--- src/rtl/seq_divider_pkg.sv ---
// Shared types and constants for the sequential restoring divider.
// Holds the FSM state encoding, default operand widths and the counter-width helper.
// No logic of its own; imported by seq_divider and div_step.
package seq_divider_pkg;

    // Divider control states
    typedef enum logic [1:0] {
        IDLE = 2'd0,
        RUN  = 2'd1,
        DONE = 2'd2
    } div_state_t;

    // Default widths: a 5-bit dividend matches a 2x3 product
    localparam int DIV_DW_DEF = 5;
    localparam int DIV_VW_DEF = 3;

    // Step counter must hold values 0..DW
    function automatic int div_cnt_width(input int dw);
        return $clog2(dw + 1);
    endfunction

endpackage

--- src/rtl/div_step.sv ---
// One restoring-division step: shift in a dividend bit, trial-subtract the divisor, restore on borrow.
// Latency: purely combinational, zero cycles.
// Backpressure: none; the caller decides when to register the result.
module div_step
    import seq_divider_pkg::*;
#(
    parameter int VW = DIV_VW_DEF
) (
    input  logic [VW:0]   part,
    input  logic          din,
    input  logic [VW-1:0] divisor,
    output logic [VW:0]   part_nxt,
    output logic          qbit
);

    localparam int PW = VW + 1;

    // The partial is kept below the divisor between steps, so its top bit is
    // normally zero. It is still carried into the comparison so that a zero
    // divisor (where the partial simply accumulates dividend bits) always
    // reads as a non-negative trial and yields an all-ones quotient.
    logic [VW+1:0] shifted;
    logic [VW+1:0] dvsr_ext;

    assign shifted  = {part, din};
    assign dvsr_ext = {2'b00, divisor};

    // Trial subtraction: keep the difference when it does not borrow, else restore
    always_comb begin
        qbit     = (shifted >= dvsr_ext);
        part_nxt = shifted[VW:0];
        if (qbit) begin
            part_nxt = PW'(shifted - dvsr_ext);
        end
    end

endmodule

--- src/rtl/seq_divider.sv ---
// Unsigned restoring divider, one quotient bit per clock; optional zero-divisor shortcut via SEQ_DIVIDER_DBZ_EN.
// Latency: DW+1 cycles from accepted start to the done pulse (1 cycle for a detected zero divisor).
// Backpressure: start is only sampled in IDLE; requests while busy are dropped, never queued.
module seq_divider
    import seq_divider_pkg::*;
#(
    parameter int DW = DIV_DW_DEF,   // dividend / quotient width, must be >= VW and >= 2
    parameter int VW = DIV_VW_DEF    // divisor / remainder width
) (
    input  logic          clk,
    input  logic          rst_n,
    input  logic          start,
    input  logic [DW-1:0] dividend,
    input  logic [VW-1:0] divisor,
    output logic          busy,
    output logic          done,
    output logic [DW-1:0] quotient,
    output logic [VW-1:0] remainder,
    output logic          dbz
);

    localparam int             CW   = div_cnt_width(DW);
    localparam logic [CW-1:0]  LAST = CW'(DW - 1);

    div_state_t     state;
    div_state_t     state_nxt;

    logic [VW-1:0]  dvsr;       // divisor latched at acceptance
    logic [DW-1:0]  shreg;      // dividend bits leave the top, quotient bits enter the bottom
    logic [VW:0]    part;       // partial remainder
    logic [VW:0]    part_nxt;
    logic [CW-1:0]  cnt;        // steps completed in this operation
    logic           qbit;

    logic           accept;
    logic           zero_div;
    logic           last_step;

    assign accept    = (state == IDLE) && start;
    assign last_step = (state == RUN) && (cnt == LAST);

`ifdef SEQ_DIVIDER_DBZ_EN
    assign zero_div = (divisor == '0);
`else
    assign zero_div = 1'b0;
`endif

    div_step #(
        .VW       (VW)
    ) u_step (
        .part     (part),
        .din      (shreg[DW-1]),
        .divisor  (dvsr),
        .part_nxt (part_nxt),
        .qbit     (qbit)
    );

    // State register
    always_ff @(posedge clk or negedge rst_n) begin
        if (!rst_n) begin
            state <= IDLE;
        end else begin
            state <= state_nxt;
        end
    end

    // Next-state logic: a detected zero divisor skips the RUN phase entirely
    always_comb begin
        state_nxt = state;
        case (state)
            IDLE: begin
                if (start) begin
                    state_nxt = zero_div ? DONE : RUN;
                end
            end
            RUN: begin
                if (cnt == LAST) begin
                    state_nxt = DONE;
                end
            end
            DONE:    state_nxt = IDLE;
            default: state_nxt = IDLE;
        endcase
    end

    // Status outputs decoded from the state
    always_comb begin
        busy = (state != IDLE);
        done = (state == DONE);
    end

    // Working registers: load on acceptance, advance one restoring step per RUN cycle
    always_ff @(posedge clk or negedge rst_n) begin
        if (!rst_n) begin
            dvsr  <= '0;
            shreg <= '0;
            part  <= '0;
            cnt   <= '0;
        end else if (accept) begin
            dvsr  <= divisor;
            shreg <= dividend;
            part  <= '0;
            cnt   <= '0;
        end else if (state == RUN) begin
            part  <= part_nxt;
            shreg <= {shreg[DW-2:0], qbit};
            cnt   <= cnt + CW'(1);
        end
    end

    // Result registers: written only on completion so they hold steady between operations
    always_ff @(posedge clk or negedge rst_n) begin
        if (!rst_n) begin
            quotient  <= '0;
            remainder <= '0;
            dbz       <= 1'b0;
        end else if (last_step) begin
            quotient  <= {shreg[DW-2:0], qbit};
            remainder <= part_nxt[VW-1:0];
            dbz       <= 1'b0;
        end else if (accept && zero_div) begin
            quotient  <= '1;
            remainder <= dividend[VW-1:0];
            dbz       <= 1'b1;
        end
    end

endmodule

--- config.mk ---
export PLATFORM = sky130hd
export DESIGN_NAME = seq_divider
export DESIGN_NICKNAME = d
export VERILOG_FILES = /design/src/rtl/seq_divider_pkg.sv /design/src/rtl/div_step.sv /design/src/rtl/seq_divider.sv
export SDC_FILE = /design/constraint.sdc
export NUM_CORES = 1
export LEC_CHECK = 0
export CAP_MARGIN = 20
export CORE_MARGIN = 2
export CORE_UTILIZATION = 47
export DETAILED_ROUTE_END_ITERATION = 8
export MAX_ROUTING_LAYER = met4
export PLACE_DENSITY = 0.74
export RECOVER_POWER = 25
export SYNTH_ARGS = -nofsm -noshare
export SYNTH_HDL_FRONTEND = slang
export SYNTH_SLANG_ARGS = --single-unit
--- constraint.sdc ---
create_clock -name clk -period 1.7 [get_ports clk]
set_clock_uncertainty 0.2 [all_clocks]
set_input_delay 0.34 -clock clk [delete_from_list [all_inputs] [get_ports clk]]
set_output_delay 0.34 -clock clk [all_outputs]
set_load 0.02 [all_outputs]
==> flow_metrics.py <==
metrics = {
    "yosys": {
        "yosysUniqueCellTypes": 40,
        "synth_most_common_cell": "nand2_1",
        "synth_top_area_cell": "dfrtp_1",
        "ys_ff_latch": 25,
        "ys.flop_type": "dfrtp_1",
        "yosysSeqAreaShare_pct": 46.9,
        "synthTopCellsByCount": "nand2_1, dfrtp_1, o21ai_0",
        "synth_warnings": 0,
        "synth_nets": 151,
        "async_flop_share_pct": 100,
        "synth_edf_count": 0,
        "avgSynthCellArea_sq_um": 9.96,
        "synth_area_leaders": "dfrtp_1, nand2_1, ha_1",
        "synth_cells": 134,
        "synth_top_area_share_pct": 46.9,
        "syn_area_sq_um": 1340,
    },
    "critical_path": {
        "slowest_stage": "dfrtp_2",
        "crit_type": "flip-flop to flip-flop",
        "worstPathCellList": "ha_4 -> a31oi_4 -> and2b_2 -> nand4_1 -> o311ai_2",
        "worst-endpoint-required_ns": 1.73,
        "critical_path.max_fanout": 6,
        "crit_path_end_kind": "flip-flop",
        "max_stage_delay_ns": 0.48,
        "critPathTopFamily": "flip-flops",
        "path_buf_inv": 0,
        "critPathLaunchType": "flip-flop",
        "arrival_ns": 1.79,
    },
    "placement": {
        "pre_cts_ws_ns": -0.127,
        "portBuffers": 20,
        "numPlacedInstances": 197,
        "dp_hpwl_mm": 2.06,
        "gp_congestion": 0.906,
        "placed_cell_area_sq_um": 1650,
    },
    "power_and_ir_drop": {
        "p_seq_share_pct": 27.0,
        "power_frac_comb_pct": 65.9,
        "power_switching_share_pct": 44.0,
        "p_sw_mw": 1.77,
        "p_leak_nw": 0.851,
        "intPower_mw": 2.25,
        "p_per_area_nw_per_um2": 2220,
        "ir_drop_uv": 1530,
        "p_clk_share_pct": 7.0,
    },
    "global_route": {
        "grt_pass1_vias": 1047,
        "grt_pass1_wl_mm": 5.08,
        "grt_use_total_pct": 21.2,
        "grt_overflow_total": 0,
        "antenna_found_initial": 0,
        "grt_max_degree": 26,
    },
    "status": {
        "failed_checks": "setup timing",
        "outcome": "finished with violations",
    },
    "floorplan": {
        "fp.dieW_um": 57.3,
        "ioPinCount": 22,
        "die-area_sq_um": 3280,
        "rows": 19,
        "initial_utilization_pct": 48.8,
        "coreArea_sq_um": 2730,
        "die_y_um": 57.3,
    },
    "routing": {
        "drt_iter0_drc": 43,
        "finalWirelength_mm": 3.07,
        "via_count": 1133,
        "drtPass1Iterations": 4,
        "wl_per_cell_um": 14.9,
        "via_per_inst": 5.50,
        "drc": 0,
        "ant_nets": 0,
    },
    "sta": {
        "rsz0062_at_grt": "true",
        "period_share_pct": 104,
        "finalCriticalPeriod_ns": 1.77,
        "fmax_mhz": 566,
        "setup_tns_ns": -0.213,
        "setup_viol": 6,
        "setup_ws_ns": -0.0653,
        "tightest_slew_ns": 0.618,
        "relSlewSlack_pct": 58.8,
        "finalHoldViolations": 0,
        "finalMaxSlewViolations": 0,
    },
    "cts": {
        "cts-htree-levels": 1,
        "path_clk_slew_ns": 0.15,
        "cts_sinks": 25,
        "root_buffer": "clkbuf_4",
        "tritoncts": "done",
        "numCtsBuffers": 3,
        "clockBufferDepth": 2,
        "insertion_delay_ns": 0.34,
    },
    "cells_and_area": {
        "final_area_sq_um": 1810,
        "drive_gt1_share_pct": 32.6,
        "area_growth_pct": 35.7,
        "final_cells": 206,
        "antenna_cells": 0,
        "layout.nets": 193,
    },
    "hold_path": {
        "hold_class": "flip-flop to flip-flop",
    },
    "run": {
        "maxCapViolations": 0,
    },
}
## worst register-to-register path: cells and delay by family, from the launching register on
family,cells,cell delay [ns]
AOI/OAI and AO/OA,2,0.32
adders and majority gates,1,0.27
DFF,1,0.48
and+or+nand+nor,2,0.39
## cell families (layout without fill, tap and decap cells)
kind of cell,Yosys count,after routing,synth area share [%]
xor gates and xnor gates,2,2,1.31
adders and majority gates,6,6,6.19
AOI/OAI and AO/OA,29,29,14.9
and+or+nand+nor,57,57,23.0
DFF,25,25,46.9
muxes,2,2,1.87
buffers and inverters,12,53,5.62
other,1,1,0.281
## power by group through the flow
| stage | combinational [mW] | sequential, mW | clock, mW |
|---|---|---|---|
| final | 2.65 | 1.09 | 0.283 |
| after global routing | 2.86 | 1.13 | 0.309 |
| after CTS | 2.48 | 1.08 | 0.287 |
| after detailed placement | 2.09 | 1.07 | 0 |
| after global placement | 2.03 | 1.05 | 0 |
| after floorplan | 1.25 | 1.16 | 0 |
## final cells by class
type	count	area, sq um
clock buffers	3	22.5
clock inverters	1	7.51
fillers	212	922
inverters	7	26.3
multi-input cells	97	737
flip-flops and latches	25	627
well taps	31	38.8
repair buffers	42	353
## routing by layer
metal  global-route usage, %  wire [um]  up-vias
met4                    8.97         57        0
met3                    2.04        120        5
met2                    31.0       1460       35
li1                        -          -      545
met1                    30.2       1430      548
met5                       -          0        -
## worst paths after layout
| check | startpoint | to | slack [ns] | cells past startpoint |
|---|---|---|---|---|
| setup reg to reg | part[0]$_DFFE_PN0P_ | part[1]$_DFFE_PN0P_ | -0.07 | 5 |
| setup / recovery | part[0]$_DFFE_PN0P_ | part[1]$_DFFE_PN0P_ | -0.07 | 5 |
| min in group asynchronous | rst_n | remainder[0]$_DFFE_PN0P_ | 0.32 | 2 |
| max in group asynchronous | rst_n | part[0]$_DFFE_PN0P_ | 0.55 | 2 |
| hold / removal | quotient[1]$_DFFE_PN0P_ | quotient[1]$_DFFE_PN0P_ | 0.29 | 2 |
| hold reg to reg | quotient[1]$_DFFE_PN0P_ | quotient[1]$_DFFE_PN0P_ | 0.29 | 2 |
## per-stage QoR
stage                     power (mW)  util (%)  hold slack (ns)
after floorplan                 2.41         -           -0.156
after global placement          3.08      60.5            0.258
after detailed placement        3.16      60.5            0.263
after CTS                       3.84      65.4            0.141
after global routing            4.29      66.3            0.321
final                           4.02      66.3            0.293
## cells in the final DEF (no fill, tap or decap), types with 2 or more instances in the layout
cell              n
dfrtp_1          24
a21oi_1           2
a22oi_1           4
o21ai_1           6
nor2b_1           2
dlygate4sd2_1     8
nand4_1           6
nand2b_4          2
ha_1              2
nand2_2           2
xor2_1            2
o21ai_0           6
inv_1             2
inv_2             5
buf_6             2
o311ai_2          2
nor2_1            4
nand3_1           3
clkbuf_4          3
nand2_1          29
clkdlybuf4s50_1   9
buf_4            20
ha_4              3
## state kept, by name (all words and copies together), names as in the netlist
signal,flops
quotient,5
shreg,5
part,4
cnt,3
dvsr,3
remainder,3
state,2
## what timing repair did
item	in CTS	in global routing
endpoints found under the setup margin	19	10
pin swaps	11	12
setup buffers	2	3
endpoints found under the hold margin	0	0
resized for setup	34	7
hold buffers	0	0
Power figures use the tool's default switching activity.
